$ cat config.mk
export PLATFORM = sky130hd
export DESIGN_NAME = irq_controller_flat
export DESIGN_NICKNAME = d
export VERILOG_FILES = /design/src/rtl/irq_pkg.sv /design/src/rtl/irq_if.sv /design/src/rtl/irq_prio_enc.sv /design/src/rtl/irq_controller.sv /design/src/flat_wrapper.sv
export SDC_FILE = /design/constraint.sdc
export NUM_CORES = 1
export LEC_CHECK = 0
export ABC_AREA = 1
export CAP_MARGIN = 20
export CORE_UTILIZATION = 35
export CTS_BUF_LIST = sky130_fd_sc_hd__clkbuf_16
export DETAILED_ROUTE_END_ITERATION = 10
export GPL_TIMING_DRIVEN = 0
export PLACE_DENSITY_LB_ADDON = 0.3
export REMOVE_ABC_BUFFERS = 1
export SKIP_CTS_REPAIR_TIMING = 1
export SLEW_MARGIN = 15
export SYNTH_ARGS = -nofsm -noshare
export SYNTH_HDL_FRONTEND = slang
export SYNTH_HIERARCHICAL = 1
export SYNTH_SLANG_ARGS = --single-unit
$ cat constraint.sdc
create_clock -name clk -period 1.81 [get_ports clk]
set_clock_uncertainty 0.1 [all_clocks]
set_input_delay 0.181 -clock clk [delete_from_list [all_inputs] [get_ports clk]]
set_output_delay 0.181 -clock clk [all_outputs]
set_load 0.01 [all_outputs]
$ cat src/rtl/irq_pkg.sv
// Shared types, cause codes and the source-to-cause mapping for the interrupt controller.
package irq_pkg;

  localparam int unsigned CODE_W = 6;
  localparam logic [CODE_W-1:0] NONE_CODE = 6'h1F;

  localparam logic [CODE_W-1:0] CODE_SSI = 6'h01;
  localparam logic [CODE_W-1:0] CODE_MSI = 6'h03;
  localparam logic [CODE_W-1:0] CODE_STI = 6'h05;
  localparam logic [CODE_W-1:0] CODE_MTI = 6'h07;
  localparam logic [CODE_W-1:0] CODE_SEI = 6'h09;
  localparam logic [CODE_W-1:0] CODE_MEI = 6'h0B;

  typedef enum logic {
    IDLE = 1'b0,
    BUSY = 1'b1
  } irq_state_t;

  // Sources 0..5 are the architectural S/M interrupts; the rest pack above custom_base.
  function automatic logic [CODE_W-1:0] src_to_code(input int unsigned idx,
                                                    input logic [CODE_W-1:0] custom_base);
    logic [CODE_W-1:0] code;
    case (idx)
      0:       code = CODE_SSI;
      1:       code = CODE_MSI;
      2:       code = CODE_STI;
      3:       code = CODE_MTI;
      4:       code = CODE_SEI;
      5:       code = CODE_MEI;
      default: code = custom_base + CODE_W'(idx - 32'd6);
    endcase
    return code;
  endfunction

endpackage

$ cat src/rtl/irq_if.sv
// Core-facing interrupt interface: raw lines and masks in, request/cause/status out.
interface irq_if #(
  parameter int unsigned NUM_SRC = 16,
  parameter int unsigned CODE_W  = irq_pkg::CODE_W
);
  logic [NUM_SRC-1:0] irq_i;
  logic [NUM_SRC-1:0] enable_i;
  logic               global_en_i;
  logic               claim_i;
  logic               complete_i;
  logic               irq_req_o;
  logic [CODE_W-1:0]  code_o;
  logic               busy_o;
  logic [NUM_SRC-1:0] pending_o;

  modport master (
    output irq_i, enable_i, global_en_i, claim_i, complete_i,
    input  irq_req_o, code_o, busy_o, pending_o
  );

  modport slave (
    input  irq_i, enable_i, global_en_i, claim_i, complete_i,
    output irq_req_o, code_o, busy_o, pending_o
  );
endinterface

$ cat src/rtl/irq_prio_enc.sv
// Fixed-priority encoder: lowest set request bit wins.
module irq_prio_enc #(
  parameter int unsigned NUM_SRC = 16,
  parameter int unsigned IDX_W   = (NUM_SRC > 1) ? $clog2(NUM_SRC) : 1
) (
  input  logic [NUM_SRC-1:0] req,
  output logic               valid,
  output logic [IDX_W-1:0]   idx
);

  always_comb begin
    valid = 1'b0;
    idx   = '0;
    for (int unsigned i = 0; i < NUM_SRC; i++) begin
      if (!valid && req[i]) begin
        valid = 1'b1;
        idx   = IDX_W'(i);
      end
    end
  end

endmodule

$ cat src/rtl/irq_controller.sv
// Interrupt controller: edge/level capture, enable masking, fixed-priority arbitration
// and a claim/complete handshake so only one interrupt is in service at a time.
module irq_controller
  import irq_pkg::*;
#(
  parameter int unsigned          NUM_SRC     = 16,
  parameter int unsigned          CODE_W      = irq_pkg::CODE_W,
  parameter logic [CODE_W-1:0]    NONE_CODE   = irq_pkg::NONE_CODE,
  parameter logic [NUM_SRC-1:0]   EDGE_MASK   = '0,
  parameter logic [CODE_W-1:0]    CUSTOM_BASE = 6'h10
) (
  input logic  clk,
  input logic  rst_n,
  irq_if.slave bus
);

  localparam int unsigned IDX_W = (NUM_SRC > 1) ? $clog2(NUM_SRC) : 1;
  localparam int unsigned PKG_W = irq_pkg::CODE_W;

  if (NUM_SRC < 1 || NUM_SRC > 32) begin : g_bad_num_src
    $error("irq_controller: NUM_SRC must be in 1..32");
  end
  if (NUM_SRC > 6 &&
      (int'(CUSTOM_BASE) + int'(NUM_SRC) - 7 >= int'(NONE_CODE))) begin : g_bad_code_map
    $error("irq_controller: custom cause codes collide with NONE_CODE or overflow CODE_W");
  end

  logic [NUM_SRC-1:0] irq_q;
  logic [NUM_SRC-1:0] pending_q, pending_d;
  logic [NUM_SRC-1:0] eligible;
  logic [NUM_SRC-1:0] rise;
  logic               win_valid;
  logic [IDX_W-1:0]   win_idx, win_idx_q;
  logic               irq_req_q;
  logic [CODE_W-1:0]  code_q;
  logic               claim_take;
  irq_state_t         state_q, state_d;

  assign eligible   = pending_q & bus.enable_i;
  assign rise       = bus.irq_i & ~irq_q;
  assign claim_take = bus.claim_i && irq_req_q && (state_q == IDLE);

  irq_prio_enc #(
    .NUM_SRC (NUM_SRC),
    .IDX_W   (IDX_W)
  ) u_prio_enc (
    .req   (eligible),
    .valid (win_valid),
    .idx   (win_idx)
  );

  // The claim consumes the registered winner the core saw; a fresh edge in the same cycle re-arms it.
  always_comb begin
    pending_d = pending_q;
    for (int unsigned i = 0; i < NUM_SRC; i++) begin
      if (EDGE_MASK[i]) begin
        pending_d[i] = rise[i] |
                       (pending_q[i] & ~(claim_take && (win_idx_q == IDX_W'(i))));
      end else begin
        pending_d[i] = bus.irq_i[i];
      end
    end
  end

  always_comb begin
    state_d = state_q;
    case (state_q)
      IDLE:    if (claim_take)     state_d = BUSY;
      BUSY:    if (bus.complete_i) state_d = IDLE;
      default: state_d = IDLE;
    endcase
  end

  // Request is built from the pre-edge state, giving a one-cycle gap after complete.
  always_ff @(posedge clk or negedge rst_n) begin
    if (!rst_n) begin
      irq_q     <= '0;
      pending_q <= '0;
      state_q   <= IDLE;
      irq_req_q <= 1'b0;
      code_q    <= NONE_CODE;
      win_idx_q <= '0;
    end else begin
      irq_q     <= bus.irq_i;
      pending_q <= pending_d;
      state_q   <= state_d;
      irq_req_q <= (state_q == IDLE) && !claim_take && bus.global_en_i && win_valid;
      code_q    <= win_valid ? CODE_W'(src_to_code(32'(win_idx), PKG_W'(CUSTOM_BASE)))
                             : NONE_CODE;
      win_idx_q <= win_idx;
    end
  end

  assign bus.irq_req_o = irq_req_q;
  assign bus.code_o    = code_q;
  assign bus.busy_o    = (state_q == BUSY);
  assign bus.pending_o = pending_q;

endmodule

$ cat src/flat_wrapper.sv
// flat-port wrapper written by rule: the top's interface ports become plain ports
module irq_controller_flat import irq_pkg::*;
#(
  parameter int unsigned          NUM_SRC     = 16,
  parameter int unsigned          CODE_W      = irq_pkg::CODE_W,
  parameter logic [CODE_W-1:0]    NONE_CODE   = irq_pkg::NONE_CODE,
  parameter logic [NUM_SRC-1:0]   EDGE_MASK   = '0,
  parameter logic [CODE_W-1:0]    CUSTOM_BASE = 6'h10
)
  (clk, rst_n, bus_irq_i, bus_enable_i, bus_global_en_i, bus_claim_i, bus_complete_i, bus_irq_req_o, bus_code_o, bus_busy_o, bus_pending_o);
  irq_if #(.NUM_SRC(NUM_SRC), .CODE_W(CODE_W)) bus_i ();
  input logic clk;
  input logic rst_n;
  input wire logic [$bits(bus_i.irq_i)-1:0] bus_irq_i;
  input wire logic [$bits(bus_i.enable_i)-1:0] bus_enable_i;
  input wire logic [$bits(bus_i.global_en_i)-1:0] bus_global_en_i;
  input wire logic [$bits(bus_i.claim_i)-1:0] bus_claim_i;
  input wire logic [$bits(bus_i.complete_i)-1:0] bus_complete_i;
  output wire logic [$bits(bus_i.irq_req_o)-1:0] bus_irq_req_o;
  output wire logic [$bits(bus_i.code_o)-1:0] bus_code_o;
  output wire logic [$bits(bus_i.busy_o)-1:0] bus_busy_o;
  output wire logic [$bits(bus_i.pending_o)-1:0] bus_pending_o;
  assign bus_i.irq_i = bus_irq_i;
  assign bus_i.enable_i = bus_enable_i;
  assign bus_i.global_en_i = bus_global_en_i;
  assign bus_i.claim_i = bus_claim_i;
  assign bus_i.complete_i = bus_complete_i;
  assign bus_irq_req_o = bus_i.irq_req_o;
  assign bus_code_o = bus_i.code_o;
  assign bus_busy_o = bus_i.busy_o;
  assign bus_pending_o = bus_i.pending_o;
  irq_controller #(.NUM_SRC(NUM_SRC), .CODE_W(CODE_W), .NONE_CODE(NONE_CODE), .EDGE_MASK(EDGE_MASK), .CUSTOM_BASE(CUSTOM_BASE)) u_core (.clk(clk), .rst_n(rst_n), .bus(bus_i));
endmodule
### Yosys cells after proc, flatten, opt, wreduce, memory -nomap -nowiden

Index checks and enable logic that the tools add are counted.

| word-level totals | value |
|---|---|
| register bits | 24 |
| input port bits | 37 |
| word-level logic and storage cells | 86 |

| operators by class | value |
|---|---|
| add/subtract/negate cells | 2 |
| mux-type cells | 36 |
| reductions and logical operators | 37 |
| equality and inequality tests | 5 |
| bitwise operators | 2 |

Operators by type and width:

| operator | number |
|---|---|
| 2-to-1 mux 4 bit | 14 |
| one-hot mux 6 bit (6 select lines) | 1 |
| logical AND 1 bit | 20 |
| 2-to-1 mux 1 bit | 19 |
| bitwise AND 16 bit | 1 |
| logical NOT 1 bit | 16 |
| equality test 4 x 2 -> 1 bit (second input constant) | 2 |
| equality test 4 x 3 -> 1 bit (second input constant) | 2 |
| adder 5 x 6 -> 6 bit (first input constant) | 1 |
| 2-to-1 mux 6 bit | 1 |
| subtractor 4 x 3 -> 5 bit (second input constant) | 1 |
| equality test 4 x 1 -> 1 bit (second input constant) | 1 |
| logical NOT 4 bit | 1 |
| one-hot mux 1 bit (2 select lines) | 1 |
| inverter 1 bit | 1 |

### Depth between registers and ports, before layout

Gate-level depths: netlist of run 1.

| logic depth | value |
|---|---|
| word-level depth | 51 |
| depth in mapped cells | 15 |
| gate-level depth less buffers | 15 |

### Cells and area by module

Netlist of run 1, hierarchy kept.

Modules (own cells, without submodules):

| module | times used | area each (um^2) | cells an instance |
|---|---|---|---|
| irq_controller | 1 | 839.6 | 80 |
| irq_prio_enc | 1 | 307.8 | 52 |

### Worst setup path before layout of run 1

Ideal clock, no wire load.

| timing path | value |
|---|---|
| kind | register to register |
| from | reg u_core.pending_q[3] (netlist: u_core/bus.pending_o[3]) |
| to | reg u_core.code_q[2] (netlist: u_core/bus.code_o[2]) |
| setup slack | -0.237 ns |
| cell stages (with the launch flop) | 15 |
| data arrival time | 1.861 ns |
| required time | 1.624 ns |
| setup time | 0.086 ns |
| cell sequence | dfrtp_1 > nand2_1 > inv_1 > nor2_2 > nand3_2 > nor2_4 > nand4_4 > nor2_4 > nand4_4 > nor2_4 > o21ai_2 > nand2_1 > ha_1 > nand2_2 > nand3_2 |

| between the ends | value |
|---|---|
| longest elaborated chain between the ends | 43 |

Ends and longest elaborated chain:

| what | line | text |
|---|---|---|
| start, declared | irq_controller.sv:29 | `logic [NUM_SRC-1:0] pending_q, pending_d;` |
| start signal, assigned | irq_controller.sv:85 | `pending_q <= pending_d;` |
| bitwise AND 16 bit * | irq_controller.sv:39 | `assign eligible = pending_q & bus.enable_i;` |
| via u_core.eligible[3] | irq_controller.sv:30 | `logic [NUM_SRC-1:0] eligible;` |
| logical AND 1 bit * | irq_prio_enc.sv:15 | `if (!valid && req[i]) begin` |
| 2-to-1 mux 1 bit | irq_prio_enc.sv:15 |  |
| logical NOT 1 bit | irq_prio_enc.sv:15 |  |
| logical AND 1 bit | irq_prio_enc.sv:15 |  |
| 2-to-1 mux 1 bit | irq_prio_enc.sv:15 |  |
| logical NOT 1 bit | irq_prio_enc.sv:15 |  |
| [29 not listed] | - |  |
| logical NOT 1 bit | irq_prio_enc.sv:15 |  |
| logical AND 1 bit | irq_prio_enc.sv:15 |  |
| 2-to-1 mux 4 bit * | irq_prio_enc.sv:15 |  |
| via u_core.win_idx[1] | irq_controller.sv:33 | `logic [IDX_W-1:0] win_idx, win_idx_q;` |
| subtractor 4 x 3 -> 5 bit | irq_pkg.sv:30 | `default: code = custom_base + CODE_W'(idx - 32'd6);` |
| adder 5 x 6 -> 6 bit | irq_pkg.sv:30 |  |
| one-hot mux 6 bit (6 select lines) * | irq_pkg.sv:23 | `case (idx)` |
| 2-to-1 mux 6 bit * | irq_controller.sv:88 | `code_q <= win_valid ? CODE_W'(src_to_code(32'(win_idx), PKG_W'(CUSTOM_BASE)))` |
| end signal, assigned | irq_controller.sv:88 |  |
| end, declared | irq_controller.sv:35 | `logic [CODE_W-1:0] code_q;` |

The timed path passes the listed nets; every way through them passes the cells marked *.

### Worst setup path after layout of run 1

| timing path | value |
|---|---|
| from | reg u_core.pending_q[2] (netlist: u_core/bus.pending_o[2]) |
| to | reg u_core.code_q[1] (netlist: u_core/bus.code_o[1]) |

| between the ends | value |
|---|---|
| longest elaborated chain between the ends | 46 |

Ends and longest elaborated chain:

| what | line |
|---|---|
| bitwise AND 16 bit * | irq_controller.sv:39 |
| via u_core.eligible[2] | irq_controller.sv:30 |
| logical AND 1 bit * | irq_prio_enc.sv:15 |
| 2-to-1 mux 1 bit | irq_prio_enc.sv:15 |
| logical NOT 1 bit | irq_prio_enc.sv:15 |
| logical AND 1 bit | irq_prio_enc.sv:15 |
| 2-to-1 mux 1 bit | irq_prio_enc.sv:15 |
| logical NOT 1 bit | irq_prio_enc.sv:15 |
| [32 not listed] | - |
| logical NOT 1 bit | irq_prio_enc.sv:15 |
| logical AND 1 bit | irq_prio_enc.sv:15 |
| 2-to-1 mux 4 bit * | irq_prio_enc.sv:15 |
| via u_core.win_idx[1] | irq_controller.sv:33 |
| subtractor 4 x 3 -> 5 bit | irq_pkg.sv:30 |
| adder 5 x 6 -> 6 bit | irq_pkg.sv:30 |
| one-hot mux 6 bit (6 select lines) * | irq_pkg.sv:23 |
| 2-to-1 mux 6 bit * | irq_controller.sv:88 |

Marked as above.

==> results of run 1 <==
## worst register-to-register path, cell delays in order (launching register included)
cell	delay [ns]
sky130_fd_sc_hd__dfrtp_1	0.37
sky130_fd_sc_hd__nand2_1	0.07
sky130_fd_sc_hd__inv_2	0.05
sky130_fd_sc_hd__nor2_4	0.12
sky130_fd_sc_hd__nand3_2	0.11
sky130_fd_sc_hd__nor2_4	0.16
sky130_fd_sc_hd__nand4_4	0.11
sky130_fd_sc_hd__nor2_4	0.16
sky130_fd_sc_hd__nand4_4	0.11
sky130_fd_sc_hd__nor2_4	0.16
sky130_fd_sc_hd__o21ai_4	0.09
sky130_fd_sc_hd__nand2_2	0.11
sky130_fd_sc_hd__buf_6	0.13
sky130_fd_sc_hd__nand2_4	0.06
sky130_fd_sc_hd__nand3_2	0.06
sky130_fd_sc_hd__nand2_1	0.05
sky130_fd_sc_hd__nand2_1	0.06
## where the power goes
part | switching [W] | internal [W]
Sequential | 0.0000243 | 0.000578
Clock | 0.000169 | 0.000294
Combinational | 0.000178 | 0.000238
Total | 0.000371 | 0.00111
## sequential cells by signal (all words and copies together), names as in the netlist
signal	count
u_core/bus.irq_req_o	1
u_core/bus.code_o	5
u_core/bus.pending_o	16
u_core/bus.busy_o	1
## Yosys cell counts, drive strengths merged
master / n / area share
nor3: 1 / 0.0044
o21ai: 3 / 0.016
nand4: 5 / 0.053
and3: 1 / 0.0055
nand2: 31 / 0.11
ha: 1 / 0.011
nand3: 9 / 0.052
nand3b: 1 / 0.0065
o221ai: 1 / 0.0076
nor2: 15 / 0.073
inv: 29 / 0.095
clkinv: 2 / 0.0065
dfrtp: 18 / 0.39
buf: 1 / 0.0065
conb: 1 / 0.0033
a21oi: 5 / 0.022
a41o: 1 / 0.0087
a41oi: 1 / 0.0076
dfstp: 5 / 0.11
nor2b: 1 / 0.0055
## per-stage QoR
stage	TNS (ns)	hold WS [ns]
after floorplan	-0.664	-0.215
after global placement	-2.26	0.355
after detailed placement	-2.80	0.368
after CTS	-1.59	0.262
after global routing	-2.40	0.232
final	-1.57	0.190
## path summary, 6_finish.rpt
path | from | end | slack (ns) | cells after the start
max | u_core/bus.pending_o[2] | u_core/bus.code_o[1] | -0.33 | 16
min | rst_n | u_core/bus.pending_o[8] | 0.19 | 1
max reg2reg | u_core/bus.pending_o[2] | u_core/bus.code_o[1] | -0.33 | 16
min reg2reg | u_core/bus.busy_o | u_core/bus.busy_o | 0.38 | 1
max in group asynchronous | rst_n | u_core/bus.code_o[1] | 0.86 | 2
min in group clk | bus_irq_i[9] | u_core/bus.pending_o[9] | 0.26 | 1
## area by class of cell
class | count | area share
timing repair buffer | 68 | 0.334
sequential | 23 | 0.289
clock inverter | 1 | 0.00186
multi-input combinational | 77 | 0.253
inverter | 31 | 0.0577
clock buffer | 3 | 0.0372
tap | 44 | 0.0273
## per-layer routing
metal  track usage  part of all wire  vias up  routed length, um
met5             0                 0        -                  0
met4        0.0850             0.018        0                 48
met3        0.0328             0.053        7                140
met2         0.300              0.53       38               1420
met1         0.165              0.39      503               1050
li1              -                 -      547                  -
## cell usage in the layout (no fill, tap or decap), types with 2 or more instances in the layout
cell type and instances:
sky130_fd_sc_hd__a21oi_1 4, sky130_fd_sc_hd__buf_6 2, sky130_fd_sc_hd__clkinv_1 2, sky130_fd_sc_hd__nand3_2 5
sky130_fd_sc_hd__dfstp_2 5, sky130_fd_sc_hd__dfrtp_1 18, sky130_fd_sc_hd__nor2_1 10, sky130_fd_sc_hd__nand4_1 3
sky130_fd_sc_hd__nand4_4 2, sky130_fd_sc_hd__clkbuf_16 3, sky130_fd_sc_hd__nand2_2 4, sky130_fd_sc_hd__nand2_4 3
sky130_fd_sc_hd__nor2_4 5, sky130_fd_sc_hd__buf_4 6, sky130_fd_sc_hd__inv_2 4, sky130_fd_sc_hd__clkdlybuf4s50_1 59
sky130_fd_sc_hd__nand2_1 24, sky130_fd_sc_hd__inv_1 26, sky130_fd_sc_hd__nand3_1 4
## logic make-up after synthesis
logic type,Yosys count,synth area share
other cells,1,0.00327
buf+inv,32,0.108
fa+ha+maj,1,0.0109
compound gates,11,0.0622
flops,23,0.507
simple gates,64,0.309
==> reports/results.txt, run 1 <==
The run finished, with violations left. The checks that failed: negative setup slack. The congestion estimate from routability-driven global placement came to 0.739. Counting the fill cells in the layout gives 269. The tree is rooted in a sky130_fd_sc_hd__clkbuf_16. Setup repair after global routing could not meet its margin everywhere. For the number of top-level design ports, the log shows 61.

Via count of the first global-routing pass: 1081. The number of hold-slack violations in the final timing report was 0; the post-detailed-placement half-perimeter wirelength was 2080 um. The share of cells above drive strength 1 is 0.212. Prior to clock tree synthesis, the placed netlist has a worst setup slack of -0.582 ns. Excluding fillers, the count of instances in the completed layout stands at 247. The run gives 0.624 as the worst slew slack as a fraction of its limit. Class of the worst hold path: in2async. No sink is reached through more buffers than the 2 on the longest clock path. The run gives 3 as the number of buffers inserted during clock tree synthesis. For this run, the detailed router's first-pass iteration total came to 4. Dividing total power by cell area gives a power density of 735 nW/um2.

The logs give 582 um2 for the area taken by flip-flops and latches and 0.00148 W for the final total power. Across the VDD grid, the largest voltage drop is 0.000449 V. Family with the most delay on the worst path: simple AND/OR/NAND/NOR gates.

After clock tree synthesis, the clock-pin slew on the worst setup and hold paths is 0.06 ns. The run gives 0.507 as the sequential element share of the synthesized area. The tools report the cell count after synthesis as 132. The worst path in the final design needs a cycle of 2.14 ns, including I/O delays and setup. Dividing the detail-routed wire length by the instance count gives 10.8 um. For the count of cell types in the netlist, the log shows 27. The detail route stage leaves a number of antenna-violating nets equal to 0.

For the number of levels the H-tree was split into, the log shows 1. In this run the horizontal extent of the chip is 59.3 um. Summed over all cells, the static leakage comes to 0.966 nW. From synthesis to final layout, the design area changed by 75.7%. After detailed routing, the number of remaining DRC violations is 0. The run gives 0.373 as the effective utilization at floorplan. For this design, the slowest cell found on the critical path is sky130_fd_sc_hd__dfrtp_1.

The element type at the critical path end is a register. The repair_antennas step left the layout with diodes totalling 0. The remaining global-route overflow is 0. The die is 59.3 um tall. The logs give 0 for the number of antenna violations at the first check in global routing and 0 for the count of final max-slew check failures. Detailed routing inserted a total of 1095 vias.

The critical path in this run is classified as reg2reg. TritonCTS built the clock tree. Timing would allow up to 468 MHz.

In the routed layout, each cell is associated on average with a via count of 4.43. The signal on the critical path passes through nand2_1, inv_2, nor2_4, nand3_2, nor2_4, nand4_4, nor2_4, nand4_4, nor2_4, o21ai_4, nand2_2, buf_6, nand2_4, nand3_2, nand2_1, nand2_1. The number of max-cap violations is 0, and the number of synthesis warnings is 6. The transition time of the tightest slew-check pin is 0.562 ns, and the highest fanout seen on the critical path is 4.

The run gives -0.326 ns as the worst path setup slack after routing. At the worst endpoint, the required time is 1.90 ns. The logs give 1150 um2 for the post-synthesis instance area and 3080 um2 for the total core area. Summing all multi-input logic gate instances after layout gives 510 um2. On the worst path, the slowest cell contributes a delay of 0.37 ns.

CTS saw 23 sinks. Final setup violation count: 6. Once layout is done, the placed cells without fillers occupy 2020 um2. Buffers placed on the I/O ports in this run total 59. For the critical path data arrival time, the log shows 2.23 ns. Clock latency on the worst-skew pair, taken at its later pin, is 0.25 ns. A synthesized cell averages 8.69 um2. The floorplan has 20 rows. The cell that appears most often on the critical path is sky130_fd_sc_hd__nor2_4.

Once placement finished, the instance area stood at 1790 um2. The routed design has 2660 um of wire. The tools report the type of element launching the critical path as a register. The die covers 3510 um2.

The synthesized design contains 23 register bits. The portion of the clock cycle consumed by the worst path in the final layout is 1.18, and the maximum number of pins on one net before global-route repair is 24. The run gives 0.160 as the overall routing resource usage. For the net count reported at finish, the log shows 242. For the first-pass GRT wire length, the log shows 4170 um. The number of DRC markers in iteration 0 came out at 25.

Once placement completed, the tool counted placed cells totaling 234. For the post-route core utilization, the log shows 0.655. Together, buffers and inverters on the worst path number 2.
No activity file was read; power rests on OpenSTA's default activity.
==> inputs of run 2 (changes only) <==
CORE_UTILIZATION = 37   (was 35)
SYNTH_HIERARCHICAL = default   (was 1)
clock period = 2.7 ns   (was 1.81 ns; I/O delays follow)
==> reports/results.txt, run 2 <==
For the post-place instance area, the log shows 1660 um2 (was 1790 um2). The worst path buffer plus inverter count is 1 (was 2). Cell types with the highest counts after synthesis: sky130_fd_sc_hd__nand2_1 (25), sky130_fd_sc_hd__dfrtp_1 (18), sky130_fd_sc_hd__inv_1 (13), sky130_fd_sc_hd__nand2_2 (8), sky130_fd_sc_hd__nor2_1 (6) (was sky130_fd_sc_hd__inv_1 (28), sky130_fd_sc_hd__nand2_1 (28), sky130_fd_sc_hd__dfrtp_1 (18), sky130_fd_sc_hd__nor2_1 (10), sky130_fd_sc_hd__nand3_1 (6)).

The worst slew slack as a fraction of its limit was 0.559 (was 0.624); the total power density per cell area was 527 nW/um2 (was 735 nW/um2). The count of final max-slew check failures came out at 0 (unchanged). The longest individual stage delay on the worst path came out at 0.42 ns (was 0.37 ns).

For the total negative slack for setup checks, the log shows 0 ns (was -1.57 ns). The area share of the largest cell type after synthesis is 0.433 (was 0.393), and the clock sink count is 23 (unchanged). Most frequent cells in the layout: sky130_fd_sc_hd__clkdlybuf4s50_1 (59), sky130_fd_sc_hd__nand2_1 (25), sky130_fd_sc_hd__dfrtp_1 (18) (was sky130_fd_sc_hd__clkdlybuf4s50_1 (59), sky130_fd_sc_hd__inv_1 (26), sky130_fd_sc_hd__nand2_1 (24)).

The clock tree buffer depth is 2 (unchanged), and the number of antenna violations at the first check in global routing is 0 (unchanged). The type of element launching the critical path is an input port (was a register). The number of synthesized register bits is 23 (unchanged).

The portion of the clock cycle consumed by the worst path in the final layout is 0.704. TritonCTS built the clock tree. Internal portion of total power: 0.000705 W (was 0.00111 W).

The final setup violation count was 0 (was 6). The family with the most delay on the worst path was simple AND/OR/NAND/NOR gates (unchanged). Clock tree root buffer cell: sky130_fd_sc_hd__clkbuf_16 (unchanged). Sequential element share of the synthesized area: 0.559 (was 0.507). For the leakage component of the power, the log shows 0.816 nW (was 0.966 nW). The critical path data arrival time came out at 1.98 ns (was 2.23 ns).

The tools report the global placement routability congestion as 0.821 (was 0.739). The net count reported at finish was 205 (was 242). The via count is 944 (was 1095), and the port buffer count is 59 (unchanged). The class of the worst hold path is in2async (unchanged). The required time of the worst setup path was 2.78 ns (was 1.90 ns); the y dimension of the die was 55.0 um (was 59.3 um). The number of vias per cell was 4.79 (was 4.43); the net switching share of the total power was 0.236 (was 0.251).

The number of core rows is 18 (was 20). The number of synthesized flops with an enable pin came out at 0 (unchanged). The tools report the number of buffers inserted during clock tree synthesis as 3 (unchanged). The number of top-level design ports is 61 (unchanged). The tools report the number of DRC markers in iteration 0 as 13 (was 25). The aggregate routed wire length is 2410 um (was 2660 um), and the via count of the first global-routing pass is 950 (was 1081).

The number of fillers in the final layout is 212 (was 269), and the transition time of the tightest slew-check pin is 0.653 ns (was 0.562 ns). For the effective utilization at floorplan, the log shows 0.405 (was 0.373). The busiest layer in global routing was met2 (unchanged). The most repeated library cell on the critical path was sky130_fd_sc_hd__nand2_1 (was sky130_fd_sc_hd__nor2_4).

Area taken by flip-flops and latches: 582 um2 (unchanged). The tools report the number of hold-slack violations in the final timing report as 0 (unchanged). The global routing usage on met3 is 0.0464 (was 0.0328).

The average size of a mapped cell is 10.0 um2 (was 8.69 um2), and the summed area of non-filler cells in the final layout is 1750 um2 (was 2020 um2). The tools report the overall routing resource usage as 0.181 (was 0.160). The routed design could run at a clock period as short as 1.90 ns.

Cell total after placement: 192 (was 234). The maximum number of pins on one net before global-route repair came out at 24 (unchanged). The register clock-pin slew on the reported worst setup and hold paths is 0.06 ns (about the same), and the area of the multi-input gates is 398 um2 (was 510 um2). The width of the chip was 55.0 um (was 59.3 um).

The first-pass GRT wire length was 3880 um (was 4170 um); the count of cell types in the netlist was 26 (was 27). For the routing usage on met1, the log shows 0.209 (was 0.165). The cell count after synthesis is 104 (was 132), and the number of levels the H-tree was split into is 1 (unchanged).

The post-synthesis async set-or-reset flop share works out to 1.00 (unchanged). The run gives 1040 um2 (was 1150 um2) as the post-synthesis instance area. Setup repair after global routing left no endpoint under its margin. The antenna diode count was 0 (unchanged); the flip-flop count of the largest register after layout was 16 (unchanged). The share of cells above drive strength 1 came out at 0.162 (was 0.212).

Crit-path cells: clkdlybuf4s50_1, nand2_2, nand2_4, nor2_4, nand4_4, nor2_4, nand4_4, nor2_1, o2111ai_1, nand2_1, nand2_1, nand2_1, nand2_1 (was nand2_1, inv_2, nor2_4, nand3_2, nor2_4, nand4_4, nor2_4, nand4_4, nor2_4, o21ai_4, nand2_2, buf_6, nand2_4, nand3_2, nand2_1, nand2_1). The total core area is 2570 um2 (was 3080 um2). The post-detailed-placement half-perimeter wirelength is 1910 um (was 2080 um). Most frequently used cell type in the post-synthesis netlist: sky130_fd_sc_hd__nand2_1.

The run gives 0 (was 6) as the number of synthesis warnings. Static timing analysis puts the maximum clock frequency at 526 MHz. The tools report the post-route DRC violation count as 0 (unchanged). The slowest stage cell on the critical path was sky130_fd_sc_hd__clkdlybuf4s50_1 (was sky130_fd_sc_hd__dfrtp_1). The run gives 0.000351 V (was 0.000449 V) as the maximum VDD drop. The run finished with clean final reports. The share of total power in combinational logic came out at 0.235 (was 0.281). Cell type with the highest aggregate area in the netlist: sky130_fd_sc_hd__dfrtp_1 (unchanged). The remaining global-route overflow was 0 (unchanged).

The final routed wire length divided by cell count works out to 12.2 um (was 10.8 um). The element type at the critical path end was a register (unchanged). The number of standard cells in the final layout excluding fillers is 197 (was 247), and the highest fanout seen on the critical path is 3 (was 4).

The dominant register cell in the synthesized netlist is sky130_fd_sc_hd__dfrtp_1 (unchanged). The run gives 0.333 (was 0.313) as the share of power burned in the clock network. Ranking of synthesized cells by area: sky130_fd_sc_hd__dfrtp_1 (43%), sky130_fd_sc_hd__dfstp_2 (13%), sky130_fd_sc_hd__nand2_1 (9.0%) (was sky130_fd_sc_hd__dfrtp_1 (39%), sky130_fd_sc_hd__dfstp_2 (11%), sky130_fd_sc_hd__inv_1 (9.2%)). The area overhead of the layout relative to synthesis is 68.3% (was 75.7%). The leading cell type in the layout, fill and taps excluded is sky130_fd_sc_hd__clkdlybuf4s50_1 (unchanged). The floorplan die area was 3030 um2 (was 3510 um2). The tools report the share of total power in sequential cells as 0.432 (was 0.406).

The tools report the count of antenna-violating nets left after detailed routing as 0 (unchanged). Global-route met2 utilization: 0.335 (was 0.300). The run gives 0 (unchanged) as the number of max-cap violations.

The run gives 4 (unchanged) as the number of optimization iterations in the first detailed-route pass. The clock network latency to the later pin of the worst-skew pair came out at 0.25 ns (about the same). Worst setup path category: in2reg (was reg2reg). The total net switching power was 0.000218 W (was 0.000371 W).
## run 2: changes by cell type after synthesis, moves of 2 or more
cell                       change
sky130_fd_sc_hd__nand3_2       -3
sky130_fd_sc_hd__nor2_1        -4
sky130_fd_sc_hd__nand2_1       -3
sky130_fd_sc_hd__nand2_2       +5
sky130_fd_sc_hd__nand4_1       -3
sky130_fd_sc_hd__inv_1        -15
sky130_fd_sc_hd__nand3_1       -2
sky130_fd_sc_hd__a21oi_1       -2
sky130_fd_sc_hd__clkinv_1      -2
## run 2: final cells by class
class | count | share of cell area
Multi-Input combinational cell | 66 | 0.227
Inverter | 14 | 0.0307
Sequential cell | 23 | 0.332
Clock buffer | 3 | 0.0429
Timing Repair Buffer | 60 | 0.344
Tap cell | 30 | 0.0214
Clock inverter | 1 | 0.00214
## run 2: final timing paths
kind	slack, ns	start	endpoint	depth (start not counted)
worst min-delay path	0.24	rst_n	u_core.bus.pending_o[2]	1
worst max register to register	0.84	u_core.bus.pending_o[3]	u_core.bus.code_o[2]	12
max in group asynchronous	1.70	rst_n	u_core.bus.code_o[2]	2
min in group clk	0.36	bus_irq_i[11]	u_core.bus.pending_o[11]	1
worst min register to register	0.37	u_core.bus.busy_o	u_core.bus.busy_o	1
worst max-delay path	0.80	bus_enable_i[0]	u_core.bus.code_o[2]	13
## run 2: layer usage
metal	wire [um]	vias to the layer above
li1	-	459
met1	907	444
met2	1340	37
met3	138	4
met4	25	0
met5	0	-
## run 2: cells by family after synthesis
group | after synthesis | synth area share
AO/OA/AOI/OAI | 13 | 0.0877
other | 1 | 0.00360
flip-flops | 23 | 0.559
AND/OR/NAND/NOR | 52 | 0.291
buffers and inverters | 15 | 0.0589
## run 2: power by group through the flow
stage,logic [W],registers (W),clock network [W]
2_1_floorplan,0.0000656,0.000420,0
3_3_place_gp,0.000211,0.000403,0
3_5_place_dp,0.000216,0.000405,0
4_1_cts,0.000218,0.000399,0.000313
5_1_grt,0.000239,0.000403,0.000331
6_report,0.000217,0.000398,0.000308
## run 2: per-stage QoR
stage | power, W | setup slack (ns) | hold WS (ns) | utilization
global route | 0.000972 | 0.611 | 0.284 | 0.682
floorplan | 0.000486 | 1.03 | -0.126 | -
CTS | 0.000930 | 0.815 | 0.355 | 0.678
detailed placement | 0.000621 | 0.559 | 0.371 | 0.647
finish | 0.000923 | 0.798 | 0.244 | 0.682
global placement | 0.000613 | 0.658 | 0.357 | 0.647
==> inputs of run 3 (changes only) <==
clock period = 1.8 ns   (was 2.7 ns; I/O delays follow)
==> reports/results.txt, run 3 (synthesized netlist as in run 2, its figures left out) <==
The final setup violation count was 3 (was 0); the number of max-cap violations was 0 (unchanged). For the count of final max-slew check failures, the log shows 0 (unchanged). The maximum VDD drop is 0.000526 V (was 0.000351 V). The total power density per cell area is 778 nW/um2 (was 527 nW/um2). The highest fanout seen on the critical path is 3 (unchanged). The flip-flop count of the largest register after layout works out to 16 (unchanged). The effective utilization at floorplan is 0.405 (unchanged), and the overall routing resource usage is 0.181 (unchanged).

Class of the worst hold path: in2async (unchanged). The tools report the number of top-level design ports as 61 (unchanged). The area overhead of the layout relative to synthesis was 73.1% (was 68.3%). The number of hold-slack violations in the final timing report came out at 0 (unchanged). Derived from the worst setup path, the maximum achievable clock frequency is 552 MHz. The tightest hold margin is 0.153 ns (was 0.244 ns). The logs give 22 (was 13) for the number of DRC markers in iteration 0 and 0.821 (unchanged) for the global placement routability congestion. The register clock-pin slew on the reported worst setup and hold paths is 0.06 ns (about the same), and the via count is 972 (was 944). The number of core rows came out at 18 (unchanged).

The width of the chip came out at 55.0 um (unchanged). The transition time of the tightest slew-check pin was 0.627 ns (was 0.653 ns); the floorplan die area was 3030 um2 (unchanged). The number of levels the H-tree was split into is 1 (unchanged), and the worst path setup slack after routing is -0.0131 ns (was 0.798 ns). Setup repair after global routing could not meet its margin everywhere. The tools report the type of element launching the critical path as a register (was an input port). The element type at the critical path end was a register (unchanged). The critical path data arrival time is 1.91 ns (was 1.98 ns), and the net count reported at finish is 207 (was 205). For the register-to-register setup slack, the log shows -0.01 ns (was 0.84 ns). Global-route met2 utilization: 0.335 (unchanged). The count of antenna-violating nets left after detailed routing came out at 0 (unchanged). The leakage component of the power is 0.831 nW (was 0.816 nW). The busiest layer in global routing is met2 (unchanged). The logs give 0.577 (was 0.559) for the worst slew slack as a fraction of its limit and 2 (unchanged) for the clock tree buffer depth. The run finished, with violations left.

The tools report the antenna diode count as 0 (unchanged). The number of antenna violations at the first check in global routing was 0 (unchanged). The post-detailed-placement half-perimeter wirelength came out at 1910 um (unchanged). Final routed wire length divided by cell count: 12.5 um (was 12.2 um). The port buffer count works out to 59 (unchanged).

The run gives 1.89 ns (was 2.78 ns) as the required time of the worst setup path. Number of optimization iterations in the first detailed-route pass: 4 (unchanged). The remaining global-route overflow came out at 0 (unchanged). Clock tree root buffer cell: sky130_fd_sc_hd__clkbuf_16 (unchanged). The total core area is 2570 um2 (unchanged), and the final critical delay including setup and external delays is 1.81 ns. The final total power came out at 0.00140 W (was 0.000923 W). TritonCTS built the clock tree.

The share of cells above drive strength 1 was 0.207 (was 0.162); the maximum number of pins on one net before global-route repair was 24 (unchanged). The aggregate routed wire length is 2500 um (was 2410 um), and the clock sink count is 23 (unchanged). The tools report the clock network latency to the later pin of the worst-skew pair as 0.25 ns (about the same). The leading cell type in the layout, fill and taps excluded was sky130_fd_sc_hd__clkdlybuf4s50_1 (unchanged). Routing usage on met1: 0.209 (unchanged). Most frequent cells in the layout: sky130_fd_sc_hd__clkdlybuf4s50_1 (59), sky130_fd_sc_hd__nand2_1 (24), sky130_fd_sc_hd__dfrtp_1 (18) (was sky130_fd_sc_hd__clkdlybuf4s50_1 (59), sky130_fd_sc_hd__nand2_1 (25), sky130_fd_sc_hd__dfrtp_1 (18)). Worst setup path category: reg2reg (was in2reg). The run gives 0.0464 (unchanged) as the global routing usage on met3. The total negative slack for setup checks is -0.0269 ns (was 0 ns), and the y dimension of the die is 55.0 um (unchanged).

The first-pass GRT wire length was 3880 um (unchanged); the portion of the clock cycle consumed by the worst path in the final layout was 1.01. The number of vias per cell came out at 4.88 (was 4.79). The final reports fail on negative setup slack.

The tools report the number of buffers inserted during clock tree synthesis as 3 (unchanged). The post-route DRC violation count was 0 (unchanged); the via count of the first global-routing pass was 950 (unchanged).
## run 3: changes by cell type in the layout (fill, tap and decap cells not counted), sizes merged
cell,previous run,this run
buf,1,3
## run 3: final cells by class
cell class / count / area (um2)
Sequential cell: 23 / 582
Tap cell: 30 / 37.5
Clock buffer: 3 / 75.1
Timing Repair Buffer: 62 / 617
Inverter: 14 / 53.8
Clock inverter: 1 / 3.75
Fill cell: 205 / 766
Multi-Input combinational cell: 66 / 433
## run 3: worst paths after layout
kind                                               from                       end  depth (start not counted)
worst max register to register  u_core.bus.pending_o[3]      u_core.bus.code_o[1]                         13
min in group clk                          bus_irq_i[11]  u_core.bus.pending_o[11]                          1
max in group asynchronous                         rst_n      u_core.bus.code_o[2]                          2
worst min register to register        u_core.bus.busy_o         u_core.bus.busy_o                          1
worst min-delay path                              rst_n   u_core.bus.pending_o[2]                          1
worst max-delay path            u_core.bus.pending_o[3]      u_core.bus.code_o[1]                         13
## run 3: report_power, final
| group | internal, W | switching [W] |
|---|---|---|
| Combinational | 0.000196 | 0.000145 |
| Clock | 0.000296 | 0.000166 |
| Sequential | 0.000573 | 0.0000252 |
| Total | 0.00106 | 0.000336 |
## run 3: metal layers
layer  part of all wire  wire, um  vias to the layer above
met1               0.37       920                      466
met2               0.56      1410                       37
met5                  0         0                        -
met3              0.054       136                        6
li1                   -         -                      463
met4              0.012        30                        0
## run 3: worst max-delay path, cell delays in order, from the launching register on
cell	delay [ns]
sky130_fd_sc_hd__dfrtp_1	0.41
sky130_fd_sc_hd__nand2_2	0.10
sky130_fd_sc_hd__nand2_2	0.09
sky130_fd_sc_hd__nor2_4	0.13
sky130_fd_sc_hd__nand4_4	0.11
sky130_fd_sc_hd__nor2_4	0.13
sky130_fd_sc_hd__nand4_4	0.11
sky130_fd_sc_hd__nor3_4	0.15
sky130_fd_sc_hd__nand2_2	0.09
sky130_fd_sc_hd__nor2_4	0.10
sky130_fd_sc_hd__nand2_2	0.08
sky130_fd_sc_hd__clkinv_2	0.06
sky130_fd_sc_hd__nor2_2	0.03
sky130_fd_sc_hd__nand2_1	0.07
## run 3: stage by stage
stage / instances / util / area [um2] / setup WS (ns)
finish: 199 / 0.702 / 1800 / -0.0131
CTS: 196 / 0.678 / 1740 / -0.0436
detailed placement: 192 / 0.647 / 1660 / -0.251
floorplan: 103 / - / 1030 / 0.130
global placement: 192 / 0.647 / 1660 / -0.152
global route: 199 / 0.702 / 1800 / -0.182
